$ cat src/rtl/outport_rr_arbiter_if.sv
// Bundle between the input channels, the round-robin output-port arbiter and the downstream port.
// The slave side is the arbiter; the master side drives channel flits and the downstream ack.
interface outport_rr_arbiter_if #(
    parameter int unsigned DATA_WIDTH      = 70,
    parameter int unsigned NUMBER_CHANNELS = 5
);
    logic [NUMBER_CHANNELS*DATA_WIDTH-1:0] in_data;
    logic [NUMBER_CHANNELS-1:0]            in_val;
    logic [NUMBER_CHANNELS-1:0]            in_ack;
    logic [DATA_WIDTH-1:0]                 out_data;
    logic                                  out_val;
    logic                                  out_ack;
    logic [NUMBER_CHANNELS-1:0]            grant;
    logic                                  timeout_err;

    modport slave (
        input  in_data, in_val, out_ack,
        output in_ack, out_data, out_val, grant, timeout_err
    );

    modport master (
        output in_data, in_val, out_ack,
        input  in_ack, out_data, out_val, grant, timeout_err
    );
endinterface

$ cat src/rtl/outport_rr_arbiter.sv
// Packet-locked round-robin arbiter feeding one registered output port.
// A grant is held until the last flit is accepted or the owner stalls for TIMEOUT cycles.
module outport_rr_arbiter #(
    parameter int unsigned DATA_WIDTH      = 70,
    parameter int unsigned NUMBER_CHANNELS = 5,
    parameter int unsigned TIMEOUT         = 1024
) (
    input  logic                       clk,
    input  logic                       rst,
    outport_rr_arbiter_if.slave        bus
);
    localparam int unsigned DW    = DATA_WIDTH;
    localparam int unsigned NC    = NUMBER_CHANNELS;
    localparam int unsigned PTR_W = (NC > 1) ? $clog2(NC) : 1;
    localparam int unsigned CW    = PTR_W + 1;
    localparam int unsigned CNT_W = $clog2(TIMEOUT + 2);

    localparam logic [0:0] ST_IDLE   = 1'b0;
    localparam logic [0:0] ST_LOCKED = 1'b1;

    localparam logic             TO_EN   = (TIMEOUT != 0);
    localparam logic [CNT_W-1:0] CNT_MAX = '1;
    localparam logic [CNT_W-1:0] TO_LAST = CNT_W'((TIMEOUT > 0) ? TIMEOUT - 1 : 0);
    localparam logic [PTR_W-1:0] LAST_CH = PTR_W'(NC - 1);
    localparam logic [CW-1:0]    NC_W    = CW'(NC);

    logic [0:0]       state,       state_nxt;
    logic [PTR_W-1:0] rr_ptr,      rr_ptr_nxt;
    logic [PTR_W-1:0] gnt_idx,     gnt_idx_nxt;
    logic [NC-1:0]    grant_q,     grant_nxt;
    logic [CNT_W-1:0] stall_cnt,   stall_nxt;
    logic [DW-1:0]    out_data_q,  out_data_nxt;
    logic             out_val_q,   out_val_nxt;
    logic             to_err_q,    to_err_nxt;

    logic             space;
    logic [NC-1:0]    in_ack_c;
    logic             xfer;
    logic [DW-1:0]    flit;
    logic             last;
    logic [PTR_W-1:0] ptr_inc;
    logic             sel_found;
    logic [PTR_W-1:0] sel_idx;
    logic [CW-1:0]    cand;

    assign space = !out_val_q || bus.out_ack;
    assign xfer  = |in_ack_c;
    assign last  = flit[DW-1];
    assign ptr_inc = (gnt_idx == LAST_CH) ? '0 : gnt_idx + 1'b1;

    // Only the locked owner may be acked, and only when the output register can take the flit.
    always_comb begin
        in_ack_c = '0;
        if (state == ST_LOCKED && space) begin
            in_ack_c = grant_q & bus.in_val;
        end
    end

    always_comb begin
        flit = '0;
        for (int unsigned i = 0; i < NC; i++) begin
            if (grant_q[i]) begin
                flit = bus.in_data[i*DW +: DW];
            end
        end
    end

    // First requester at or above rr_ptr, wrapping past the top channel.
    always_comb begin
        sel_found = 1'b0;
        sel_idx   = '0;
        cand      = '0;
        for (int unsigned off = 0; off < NC; off++) begin
            cand = {1'b0, rr_ptr} + CW'(off);
            if (cand >= NC_W) begin
                cand = cand - NC_W;
            end
            if (!sel_found && bus.in_val[cand[PTR_W-1:0]]) begin
                sel_found = 1'b1;
                sel_idx   = cand[PTR_W-1:0];
            end
        end
    end

    always_comb begin
        state_nxt    = state;
        rr_ptr_nxt   = rr_ptr;
        gnt_idx_nxt  = gnt_idx;
        grant_nxt    = grant_q;
        stall_nxt    = stall_cnt;
        out_data_nxt = out_data_q;
        out_val_nxt  = out_val_q;
        to_err_nxt   = 1'b0;

        if (xfer) begin
            out_data_nxt = flit;
            out_val_nxt  = 1'b1;
        end else if (bus.out_ack) begin
            out_val_nxt = 1'b0;
        end

        case (state)
            ST_IDLE: begin
                stall_nxt = '0;
                if (sel_found) begin
                    state_nxt   = ST_LOCKED;
                    gnt_idx_nxt = sel_idx;
                    grant_nxt   = NC'(1) << sel_idx;
                end
            end
            ST_LOCKED: begin
                if (xfer) begin
                    stall_nxt = '0;
                    if (last) begin
                        state_nxt  = ST_IDLE;
                        grant_nxt  = '0;
                        rr_ptr_nxt = ptr_inc;
                    end
                end else begin
                    if (stall_cnt != CNT_MAX) begin
                        stall_nxt = stall_cnt + 1'b1;
                    end
                    // Revoke a stalled owner; the flit already in the output register is kept.
                    if (TO_EN && stall_cnt == TO_LAST) begin
                        state_nxt  = ST_IDLE;
                        grant_nxt  = '0;
                        rr_ptr_nxt = ptr_inc;
                        stall_nxt  = '0;
                        to_err_nxt = 1'b1;
                    end
                end
            end
            default: begin
                state_nxt = ST_IDLE;
                grant_nxt = '0;
            end
        endcase
    end

    always_ff @(posedge clk or posedge rst) begin
        if (rst) begin
            state      <= ST_IDLE;
            rr_ptr     <= '0;
            gnt_idx    <= '0;
            grant_q    <= '0;
            stall_cnt  <= '0;
            out_data_q <= '0;
            out_val_q  <= 1'b0;
            to_err_q   <= 1'b0;
        end else begin
            state      <= state_nxt;
            rr_ptr     <= rr_ptr_nxt;
            gnt_idx    <= gnt_idx_nxt;
            grant_q    <= grant_nxt;
            stall_cnt  <= stall_nxt;
            out_data_q <= out_data_nxt;
            out_val_q  <= out_val_nxt;
            to_err_q   <= to_err_nxt;
        end
    end

    assign bus.in_ack      = in_ack_c;
    assign bus.out_data    = out_data_q;
    assign bus.out_val     = out_val_q;
    assign bus.grant       = grant_q;
    assign bus.timeout_err = to_err_q;
endmodule

$ cat src/flat_wrapper.sv
// flat-port wrapper written by rule: the top's interface ports become plain ports
module outport_rr_arbiter_flat 
#(
    parameter int unsigned DATA_WIDTH      = 70,
    parameter int unsigned NUMBER_CHANNELS = 5,
    parameter int unsigned TIMEOUT         = 1024
)
  (clk, rst, bus_in_data, bus_in_val, bus_out_ack, bus_in_ack, bus_out_data, bus_out_val, bus_grant, bus_timeout_err);
  outport_rr_arbiter_if #(.DATA_WIDTH(DATA_WIDTH), .NUMBER_CHANNELS(NUMBER_CHANNELS)) bus_i ();
  input  logic clk;
  input  logic rst;
  input wire logic [$bits(bus_i.in_data)-1:0] bus_in_data;
  input wire logic [$bits(bus_i.in_val)-1:0] bus_in_val;
  input wire logic [$bits(bus_i.out_ack)-1:0] bus_out_ack;
  output wire logic [$bits(bus_i.in_ack)-1:0] bus_in_ack;
  output wire logic [$bits(bus_i.out_data)-1:0] bus_out_data;
  output wire logic [$bits(bus_i.out_val)-1:0] bus_out_val;
  output wire logic [$bits(bus_i.grant)-1:0] bus_grant;
  output wire logic [$bits(bus_i.timeout_err)-1:0] bus_timeout_err;
  assign bus_i.in_data = bus_in_data;
  assign bus_i.in_val = bus_in_val;
  assign bus_i.out_ack = bus_out_ack;
  assign bus_in_ack = bus_i.in_ack;
  assign bus_out_data = bus_i.out_data;
  assign bus_out_val = bus_i.out_val;
  assign bus_grant = bus_i.grant;
  assign bus_timeout_err = bus_i.timeout_err;
  outport_rr_arbiter #(.DATA_WIDTH(DATA_WIDTH), .NUMBER_CHANNELS(NUMBER_CHANNELS), .TIMEOUT(TIMEOUT)) u_core (.clk(clk), .rst(rst), .bus(bus_i));
endmodule
$ cat config.mk
export PLATFORM = sky130hd
export DESIGN_NAME = outport_rr_arbiter_flat
export DESIGN_NICKNAME = d
export VERILOG_FILES = /design/src/rtl/outport_rr_arbiter_if.sv /design/src/rtl/outport_rr_arbiter.sv /design/src/flat_wrapper.sv
export SDC_FILE = /design/constraint.sdc
export NUM_CORES = 1
export LEC_CHECK = 0
export CORE_AREA = 2 2 170 172
export CTS_CLUSTER_SIZE = 20
export DETAILED_ROUTE_END_ITERATION = 7
export DIE_AREA = 0 0 172 174
export HOLD_SLACK_MARGIN = 0.02
export PLACE_DENSITY_LB_ADDON = 0.15
export SYNTH_ARGS = -nofsm -noshare
export SYNTH_HDL_FRONTEND = slang
export SYNTH_SLANG_ARGS = --single-unit
$ cat constraint.sdc
create_clock -name clk -period 3.6 [get_ports clk]
set_input_delay 0.36 -clock clk [delete_from_list [all_inputs] [get_ports clk]]
set_output_delay 0.36 -clock clk [all_outputs]
set_load 0.01 [all_outputs]
==> impl_metrics.toml <==
[synthesis]
netlist_area_um2 = 7550
yosysTopAreaCell = "dfrtp_1"
syn_nets = 1356
synth-seq-cells = 95
synth_top_family_by_area = "compound AO/OA/AOI/OAI gates"
synth_edf_count = 0
synth_top_flop_cell = "dfrtp_1"
synth_cell_type_count = 82
yosysTopAreaCellShare = 0.315
synth-xor-area-share = 0.00464
synthSimpleGateAreaFrac = 0.185
synthCells = 986
ys_warn_count = 0
ys_async_sr_fraction = 1.00
synthMuxAreaShare = 0.114
syn_avg_cell_area_um2 = 7.66
yosys-top-cells-area = "dfrtp_1, o21ai_0, mux2i_1, nand2_1, a22oi_1"
synth-adder-area-share = 0.0209
synth_seq_area_share = 0.315
synth_compound_area_frac = 0.306

[floorplan]
core_um2 = 28200
num_rows = 62
die_y_um = 174
start_util = 0.268
io_pins = 440
die_area_um2 = 29900
die_x_um = 172

[critical_path]
reg2reg_from = "u_core.rr_ptr[1]"
ff2ff_path_depth = 10
startpoint_type = "flop"
crit_type = "reg -> reg"
r2r_slack_ns = 0.26
arrival_ns = 3.59
critical_path.max_fanout = 11
rr_endpoint = "u_core.bus.grant[3]"
end_kind = "flop"
required_ns = 3.85

[clock_network]
ctsResizeCount = 0
hold_buffers = 0
htreeDepth = 3
cts_tree = "done"
cts.sinks = 95
postCtsSetupBuffers = 0
clkLatencyLatePin_ns = 0.35
clk_root_buffer_cell = "clkbuf_16"
cts_buffers = 9
clockBufferDepth = 2
clkTransAtPathRegs_ns = 0.08

[power]
leakagePower_nw = 4.99
pwr_density_cell_nw_per_um2 = 750
ir_worst_vdd_uv = 500
total_power_mw = 9.48

[finish]
n_antenna_cell = 0
fin_nets = 1754
area_growth_pct = 67.3
fillers = 2914
drive_above_1_share = 0.0598
multi_input_area_um2 = 4780
instances_no_fill = 1773
seqCellArea_um2 = 2390

[routing]
ant_nets = 0
drc = 0
num_vias = 8746
wl_per_cell_um = 19.8
drt_iter0_drc = 571
vias_per_cell = 4.93
wirelength_um = 35100
dr.pass1.iters = 5

[sta]
max_freq_mhz = 299
tns_ns = 0
finalSetupViolations = 0
period_needed_ns = 3.34
rsz0062_at_grt = "no"
post-route-period-util = 0.928
fin_worst_skew_ns = 0.0157
slew_viol_final = 0
tightest_slew_ns = 0.697
slew_headroom = 0.529
final-hold-violation-count = 0

[grt]
grt_pass1_wl_um = 51400
grt_pass1_vias = 8481
track_usage = 0.227
antenna_found_initial = 1
grt_max_degree = 77
overflow = 0

[hold_path]
min_path_type = "in -> async"

[placed_design]
dp_cells = 1757
gp_congestion = 0.864
portBuffers = 439
hpwl_um = 27600

[job]
cap_violations = 0

[status]
status = "completed"
layer usage:
metal | wire [um] | track usage | vias to the layer above
met1 | 14500 | 0.277 | 4049
met5 | 13 | 0 | -
met2 | 16900 | 0.389 | 293
met4 | 1080 | 0.0739 | 2
li1 | - | - | 4346
met3 | 2620 | 0.0560 | 56
cells in the mapped netlist (10+ instances only):
master / count
nor2_1: 88
nand2b_1: 10
inv_1: 14
a22oi_1: 70
mux2i_1: 74
dfrtp_1: 95
clkbuf_1: 65
nand3_1: 13
o21ai_0: 149
ha_1: 11
nor3_1: 10
a21oi_1: 88
nand2_1: 168
sequential cells by signal, summed over array words and instances, names as in the netlist:
| name | flops |
|---|---|
| u_core.stall_cnt | 11 |
| u_core.bus.grant | 5 |
| u_core.gnt_idx | 3 |
| u_core.bus.timeout_err | 1 |
| u_core.state | 1 |
| u_core.rr_ptr | 3 |
| u_core.bus.out_val | 1 |
| u_core.bus.out_data | 70 |
logic make-up after synthesis:
family	Yosys count
xor+xnor	4
fa+ha+maj	12
mux	81
buf+inv	97
flops	95
compound gates	375
simple gates	322
power by group:
group	switching, mW	internal (mW)
sequential	0.400	1.48
clock	0.467	0.570
combinational	3.65	2.91
per-stage QoR:
step           setup WS [ns]  cell area [um^2]  hold slack (ns)   util
2_1_floorplan          0.430              7550            0.469      -
3_3_place_gp           0.360             12300            0.461  0.437
3_5_place_dp           0.321             12300            0.470  0.437
4_1_cts                0.273             12600            0.486  0.448
5_1_grt               0.0338             12600            0.507  0.448
6_report               0.258             12600            0.451  0.448
worst max path at each step:
stage / start / endpoint / slack, ns / cells after the start
after floorplan: u_core.rr_ptr[0] / u_core.bus.grant[3] / 0.43 / 12
after global placement: u_core.rr_ptr[1] / u_core.bus.grant[3] / 0.36 / 10
after detailed placement: u_core.rr_ptr[1] / u_core.bus.grant[3] / 0.32 / 10
after CTS: u_core.rr_ptr[1] / u_core.bus.grant[3] / 0.27 / 10
after global routing: u_core.rr_ptr[1] / u_core.bus.grant[3] / 0.03 / 10
final: u_core.rr_ptr[1] / u_core.bus.grant[3] / 0.26 / 10
cell type report:
class,count,share of cell area
Clock buffer,10,0.0189
Clock inverter,6,0.00574
Inverter,15,0.00465
Multi-Input combinational cell,794,0.378
Sequential cell,95,0.189
Tap cell,384,0.0380
Timing Repair Buffer,469,0.365
placed cells by master, fill, tap and decap left out, types with 10 or more instances in the layout:
master / count
nand2b_1: 10
nor3_1: 10
ha_1: 11
dfrtp_1: 91
a22oi_1: 70
clkdlybuf4s50_1: 439
nand2_1: 168
a21oi_1: 88
nor2_1: 88
inv_1: 13
nand3_1: 13
mux2i_1: 74
buf_4: 30
o21ai_0: 149
critical path, stage by stage (launching register included):
cell and delay [ns]:
dfrtp_1 0.53, inv_1 0.11, ha_1 0.47, nor2b_1 0.21
a32oi_1 0.46, nand3_1 0.22, a211oi_4 0.40, a211oi_2 0.13
a31oi_2 0.35, nand2b_1 0.16, o31ai_1 0.20
Power figures use the tool's default switching activity.
